===== src/rtl/screen_pkg.sv =====
// Shared screen constants: palette indices, grid size and renderer FSM states.
package screen;
  localparam int GRID_N = 9;

  localparam logic [3:0] COL_GRID  = 4'd7;
  localparam logic [3:0] COL_DIGIT = 4'd15;
  localparam logic [3:0] COL_BG    = 4'd1;

  typedef enum logic [1:0] {R_IDLE, R_DRAW, R_FIN} rend_state;
endpackage


===== src/rtl/digit_glyph_rom.sv =====
// 8x8 digit font, one row per lookup; bit 7 is the leftmost pixel.
module digit_glyph_rom (
  input  logic [3:0] digit,
  input  logic [2:0] gy,
  output logic [7:0] row_bits
);
  logic [63:0] glyph;

  always_comb begin
    glyph = '0;
    case (digit)
      4'd1: glyph = 64'h1838181818187E00;
      4'd2: glyph = 64'h3C66060C30607E00;
      4'd3: glyph = 64'h3C66061C06663C00;
      4'd4: glyph = 64'h0C1C3C6C7E0C0C00;
      4'd5: glyph = 64'h7E607C0606663C00;
      4'd6: glyph = 64'h3C607C6666663C00;
      4'd7: glyph = 64'h7E060C1830303000;
      4'd8: glyph = 64'h3C66663C66663C00;
      4'd9: glyph = 64'h3C66663E060C3800;
      default: glyph = '0;
    endcase
    // row 0 sits in the top byte
    row_bits = glyph[{3'd7 - gy, 3'b000} +: 8];
  end
endmodule


===== src/rtl/cell_renderer.sv =====
// Rasterises one board cell (border, background, digit glyph) into framebuffer writes.
module cell_renderer
  import screen::*;
#(
  parameter int H_RES   = 320,
  parameter int V_RES   = 240,
  parameter int X0      = 16,
  parameter int Y0      = 16,
  parameter int CELL_PX = 16,
  parameter int COL_W   = 4,
  localparam int AW     = $clog2(H_RES * V_RES)
) (
  input  logic             clk,
  input  logic             rst,
  input  logic             start_cell,
  input  logic [3:0]       cell_row,
  input  logic [3:0]       cell_col,
  input  logic [3:0]       cell_data,
  output logic             fb_we,
  output logic [AW-1:0]    fb_addr,
  output logic [COL_W-1:0] fb_wdata,
  input  logic             fb_ready,
  output logic             busy,
  output logic             done
);
  localparam int PW  = $clog2(CELL_PX);
  localparam int OFF = (CELL_PX - 8) / 2;
  localparam logic [PW-1:0] LAST = PW'(CELL_PX - 1);

  rend_state state, state_nxt;
  logic [PW-1:0] px, py;
  logic [3:0]    row_q, col_q, data_q;

  always_ff @(posedge clk) begin
    if (rst) begin
      state  <= R_IDLE;
      px     <= '0;
      py     <= '0;
      row_q  <= '0;
      col_q  <= '0;
      data_q <= '0;
      busy   <= 1'b0;
    end else begin
      state <= state_nxt;
      case (state)
        R_IDLE: if (start_cell) begin
          row_q  <= cell_row;
          col_q  <= cell_col;
          data_q <= cell_data;
          px     <= '0;
          py     <= '0;
          busy   <= 1'b1;
        end
        R_DRAW: if (fb_ready) begin
          px <= (px == LAST) ? '0 : px + 1'b1;
          if (px == LAST) py <= py + 1'b1;
        end
        R_FIN:   busy <= 1'b0;
        default: busy <= 1'b0;
      endcase
    end
  end

  always_comb begin
    state_nxt = state;
    fb_we     = 1'b0;
    done      = 1'b0;
    case (state)
      R_IDLE: if (start_cell)
        state_nxt = (cell_row >= 4'(GRID_N) || cell_col >= 4'(GRID_N)) ? R_FIN : R_DRAW;
      R_DRAW: begin
        fb_we = 1'b1;
        if (fb_ready && px == LAST && py == LAST) state_nxt = R_FIN;
      end
      R_FIN: begin
        done      = 1'b1;
        state_nxt = R_IDLE;
      end
      default: state_nxt = R_IDLE;
    endcase
  end

  // Address and colour derive purely from registered state, so they hold while stalled.
  logic [AW-1:0] x, y;
  logic [7:0]    row_bits;
  logic [2:0]    gx;
  logic          in_win, is_digit;
  logic [COL_W-1:0] colour;

  assign x = AW'(X0) + AW'(col_q) * AW'(CELL_PX) + AW'(px);
  assign y = AW'(Y0) + AW'(row_q) * AW'(CELL_PX) + AW'(py);

  assign in_win   = int'(px) >= OFF && int'(px) < OFF + 8 &&
                    int'(py) >= OFF && int'(py) < OFF + 8;
  assign is_digit = data_q >= 4'd1 && data_q <= 4'd9;
  assign gx       = 3'(px - PW'(OFF));

  digit_glyph_rom u_rom (
    .digit    (data_q),
    .gy       (3'(py - PW'(OFF))),
    .row_bits (row_bits)
  );

  always_comb begin
    colour = COL_W'(COL_BG);
    if (px == '0 || py == '0)                              colour = COL_W'(COL_GRID);
    else if (in_win && is_digit && row_bits[3'd7 - gx])    colour = COL_W'(COL_DIGIT);
  end

  assign fb_addr  = fb_we ? y * AW'(H_RES) + x : '0;
  assign fb_wdata = fb_we ? colour : '0;
endmodule


===== config.mk =====
export PLATFORM = sky130hd
export DESIGN_NAME = cell_renderer
export DESIGN_NICKNAME = d
export VERILOG_FILES = /design/src/rtl/screen_pkg.sv /design/src/rtl/digit_glyph_rom.sv /design/src/rtl/cell_renderer.sv
export SDC_FILE = /design/constraint.sdc
export NUM_CORES = 1
export LEC_CHECK = 0
export CAP_MARGIN = 15
export CORE_MARGIN = 1.5
export CORE_UTILIZATION = 45
export DETAILED_ROUTE_END_ITERATION = 16
export GPL_ROUTABILITY_DRIVEN = 0
export PLACE_DENSITY = 0.71
export SYNTH_ARGS = -nofsm -noshare
export SYNTH_HDL_FRONTEND = slang
export SYNTH_SLANG_ARGS = --single-unit

===== constraint.sdc =====
create_clock -name clk -period 2.9 [get_ports clk]
set_input_delay 0.58 -clock clk [delete_from_list [all_inputs] [get_ports clk]]
set_output_delay 0.58 -clock clk [all_outputs]
set_load 0.02 [all_outputs]

==> flow_metrics.py <==
metrics = {
    "critical_path": {
        "cp_common_cell": "ha_4",
        "worstPathRequired_ns": 2.32,
        "rrSetupSlack_ns": 0.73,
        "critPathMaxStageDelay_ns": 0.40,
        "reg2reg_to": "u_rom.glyph[35]",
        "reg2reg_depth": 9,
        "startpoint": "row_q[0]",
        "endpoint_kind": "primary output",
        "critPathCapture": "fb_addr[15]",
        "crit_path_start_kind": "register",
        "crit_fanout": 5,
        "slowest_stage": "dfxtp_4",
        "r2r_start": "state[0]",
        "arrival_ns": 2.82,
        "critPathKind": "register to primary output",
        "crit_chain": "ha_4 > xor2_4 > ha_4 > ha_4 > o21ai_4 > o21ai_4 > a221oi_2 > buf_4 > nand4_1 > xnor2_2 > nor2_1 > buf_4",
    },
    "placed_design": {
        "preCtsSetupSlack_ns": -0.671,
        "post-dp-hpwl_um": 6440,
        "portBuffers": 39,
    },
    "power": {
        "vdd_drop_max_mv": 0.307,
        "p_per_area_nw_per_um2": 417,
        "p_int_w": 0.00135,
        "power.switching_w": 0.000619,
        "p_clk_share_pct": 22.8,
        "seqPwrFrac_pct": 45.5,
        "p_leak_nw": 1.95,
        "p_sw_share_pct": 31.4,
        "combPwrFrac_pct": 31.7,
    },
    "routing": {
        "route.detailed.drc": 0,
        "ant_nets": 0,
        "drt_iter0_drc": 117,
        "via_per_inst": 5.35,
        "num_vias": 3045,
        "dr.pass1.iters": 4,
        "routedWlPerCell_um": 15.5,
        "routed_wl_um": 8850,
    },
    "global_route": {
        "gr-usage-all-layers_pct": 22.3,
        "grt_max_degree": 22,
        "antenna_found_initial": 0,
        "grt-ovfl-total": 0,
        "grt_pass1_vias": 2934,
        "grt_pass1_wl_um": 13500,
    },
    "finish": {
        "fin_nets": 515,
        "syn_to_final_growth_pct": 42.2,
        "fill_cells": 587,
        "n_antenna_cell": 0,
        "multi_input_area_um2": 2400,
        "drive_gt1_share_pct": 33.6,
        "seq_area_um2": 1140,
    },
    "sta": {
        "setup_ws_ns": -0.501,
        "skew_ns": 0.0127,
        "setup-tns-final_ns": -3.08,
        "worst_slew_pin_slew_ns": 0.422,
        "max_slew_margin_pct": 71.7,
        "rsz0062_at_grt": "true",
        "finalCritPeriodShare_pct": 117,
        "setup_viol": 9,
        "drv_slew": 0,
        "period_needed_ns": 3.40,
        "hold_viol": 0,
        "fmax_ghz": 0.294,
    },
    "cts": {
        "ctsHoldBuffers": 0,
        "numCtsBuffers": 5,
        "cts_max_level": 2,
        "clockBufferDepth": 2,
        "clock_latency_ns": 0.32,
        "cts_sinks": 56,
        "cts_tree": "built",
        "cts-root-buf": "clkbuf_8",
        "cts.clk_slew.worst_paths_ns": 0.10,
    },
    "yosys": {
        "yosysTopAreaCellShare_pct": 33.8,
        "synth_top_area_cell": "dfxtp_1",
        "synth_area_um2": 3320,
        "synthArstFlopShare_pct": 0,
        "yosysSeqAreaShare_pct": 33.8,
        "synth_most_common_cell": "dfxtp_1",
        "synth_top_cells_by_count": "56 x dfxtp_1, 42 x nand2_1, 37 x nor2_1",
        "yosysUniqueCellTypes": 56,
        "synthCells": 376,
        "ys.flop_type": "dfxtp_1",
        "ys_top_cells_by_area": "dfxtp_1 34%, ha_1 11%, mux4_2 5.4%",
        "synth_seq_cells": 56,
        "yosysWarnings": 0,
        "postSynthAreaPerCell_um2": 8.82,
        "syn-num-nets": 422,
        "synth_edf_count": 0,
    },
    "run_status": {
        "run_status": "finished with violations",
        "violations": "setup timing",
    },
    "floorplanning": {
        "rows": 31,
        "die_w_um": 88.9,
        "ios": 40,
        "fp.dieH_um": 88.9,
        "initial_core_util_pct": 46.2,
        "die-area_um2": 7900,
        "fp.coreArea_um2": 7180,
    },
    "min_path": {
        "hp-class": "register to register",
    },
    "flow_run": {
        "cap_viol_max_count": 0,
    },
}
==> through the flow <==
step	hold slack [ns]	util (%)	instance area (um2)	std cells	power [W]
floorplan	0.440	-	3490	376	0.00126
global placement	0.460	59.7	4280	546	0.00145
detailed placement	0.471	59.7	4280	546	0.00146
global route	0.505	65.8	4720	569	0.00205
CTS	0.487	62.8	4510	560	0.00192
finish	0.478	65.8	4720	569	0.00197
==> routing by layer <==
| layer | global-route usage, % | vias up | share of wire (%) |
|---|---|---|---|
| met4 | 8.24 | 0 | 2.0 |
| met5 | 0 | - | 0 |
| met3 | 3.36 | 14 | 3.4 |
| met2 | 43.7 | 72 | 55 |
| li1 | - | 1502 | - |
| met1 | 23.7 | 1457 | 39 |
==> flip-flops by register name, summed over array words and instances (netlist names) <==
register and cells:
u_rom.glyph 33, col_q 4, data_q 4, px 4, py 4, row_q 4, state 2, busy 1
==> final cells by class <==
cell class | instances | area share (%)
flip-flops and latches | 56 | 24.2
multi-input cells | 284 | 50.8
inverters | 18 | 1.48
clock buffers | 5 | 1.46
clock inverters | 3 | 0.530
repair buffers | 104 | 19.0
well taps | 99 | 2.62
==> power by group through the flow <==
stage / Sequential, W / Combinational (W) / Clock [W]
after floorplan: 0.000900 / 0.000365 / 0
after global placement: 0.000906 / 0.000539 / 0
after detailed placement: 0.000910 / 0.000548 / 0
after CTS: 0.000893 / 0.000570 / 0.000455
after global routing: 0.000904 / 0.000675 / 0.000476
final: 0.000896 / 0.000624 / 0.000449
==> layout by cell type, fill, tap and decap left out, drive strengths merged, types with 4 or more instances in the layout <==
cell type      instances
buf                   75
dfxtp                 56
nand2                 43
nor2                  39
ha                    29
clkdlybuf4s50         26
o21ai                 22
inv                   20
xnor2                 17
a21oi                 15
nor3                  15
nand3                 13
mux2i                 12
mux4                   8
xor2                   7
clkbuf                 7
a211oi                 6
o211ai                 6
nand4                  5
nor2b                  4
or2                    4
==> worst min path at each step <==
stage | startpoint | cells after the start | to | slack (ns)
after floorplan | col_q[2] | 2 | col_q[2] | 0.44
after global placement | busy | 2 | busy | 0.46
after detailed placement | busy | 2 | busy | 0.47
after CTS | busy | 2 | busy | 0.49
after global routing | busy | 2 | busy | 0.50
final | busy | 2 | busy | 0.48
==> repair_timing <==
| action | 4_1_cts | 5_1_grt |
|---|---|---|
| pin swaps | 15 | 18 |
| setup endpoints to repair | 13 | 13 |
| buffers inserted | 6 | 10 |
| gates resized for setup | 73 | 36 |
| cloned | 0 | 0 |
==> cells by family (layout without fill, tap and decap cells) <==
logic type,Yosys count,count (layout),share of synthesized area [%]
muxes,21,21,9.39
DFF,56,56,33.8
AOI/OAI and AO/OA,71,71,14.3
buffers and inverters,36,130,5.24
and+or+nand+nor,138,138,19.5
adders and majority gates,30,30,11.5
xor gates and xnor gates,24,24,6.33
==> worst max-delay path, delay by kind of cell (launching register included) <==
family	cells	cell delay [ns]
adders and majority gates	3	0.70
DFF	1	0.40
xor gates and xnor gates	2	0.37
and+or+nand+nor	2	0.25
AOI/OAI and AO/OA	3	0.50
buffers and inverters	2	0.31
Power figures use the tool's default switching activity.
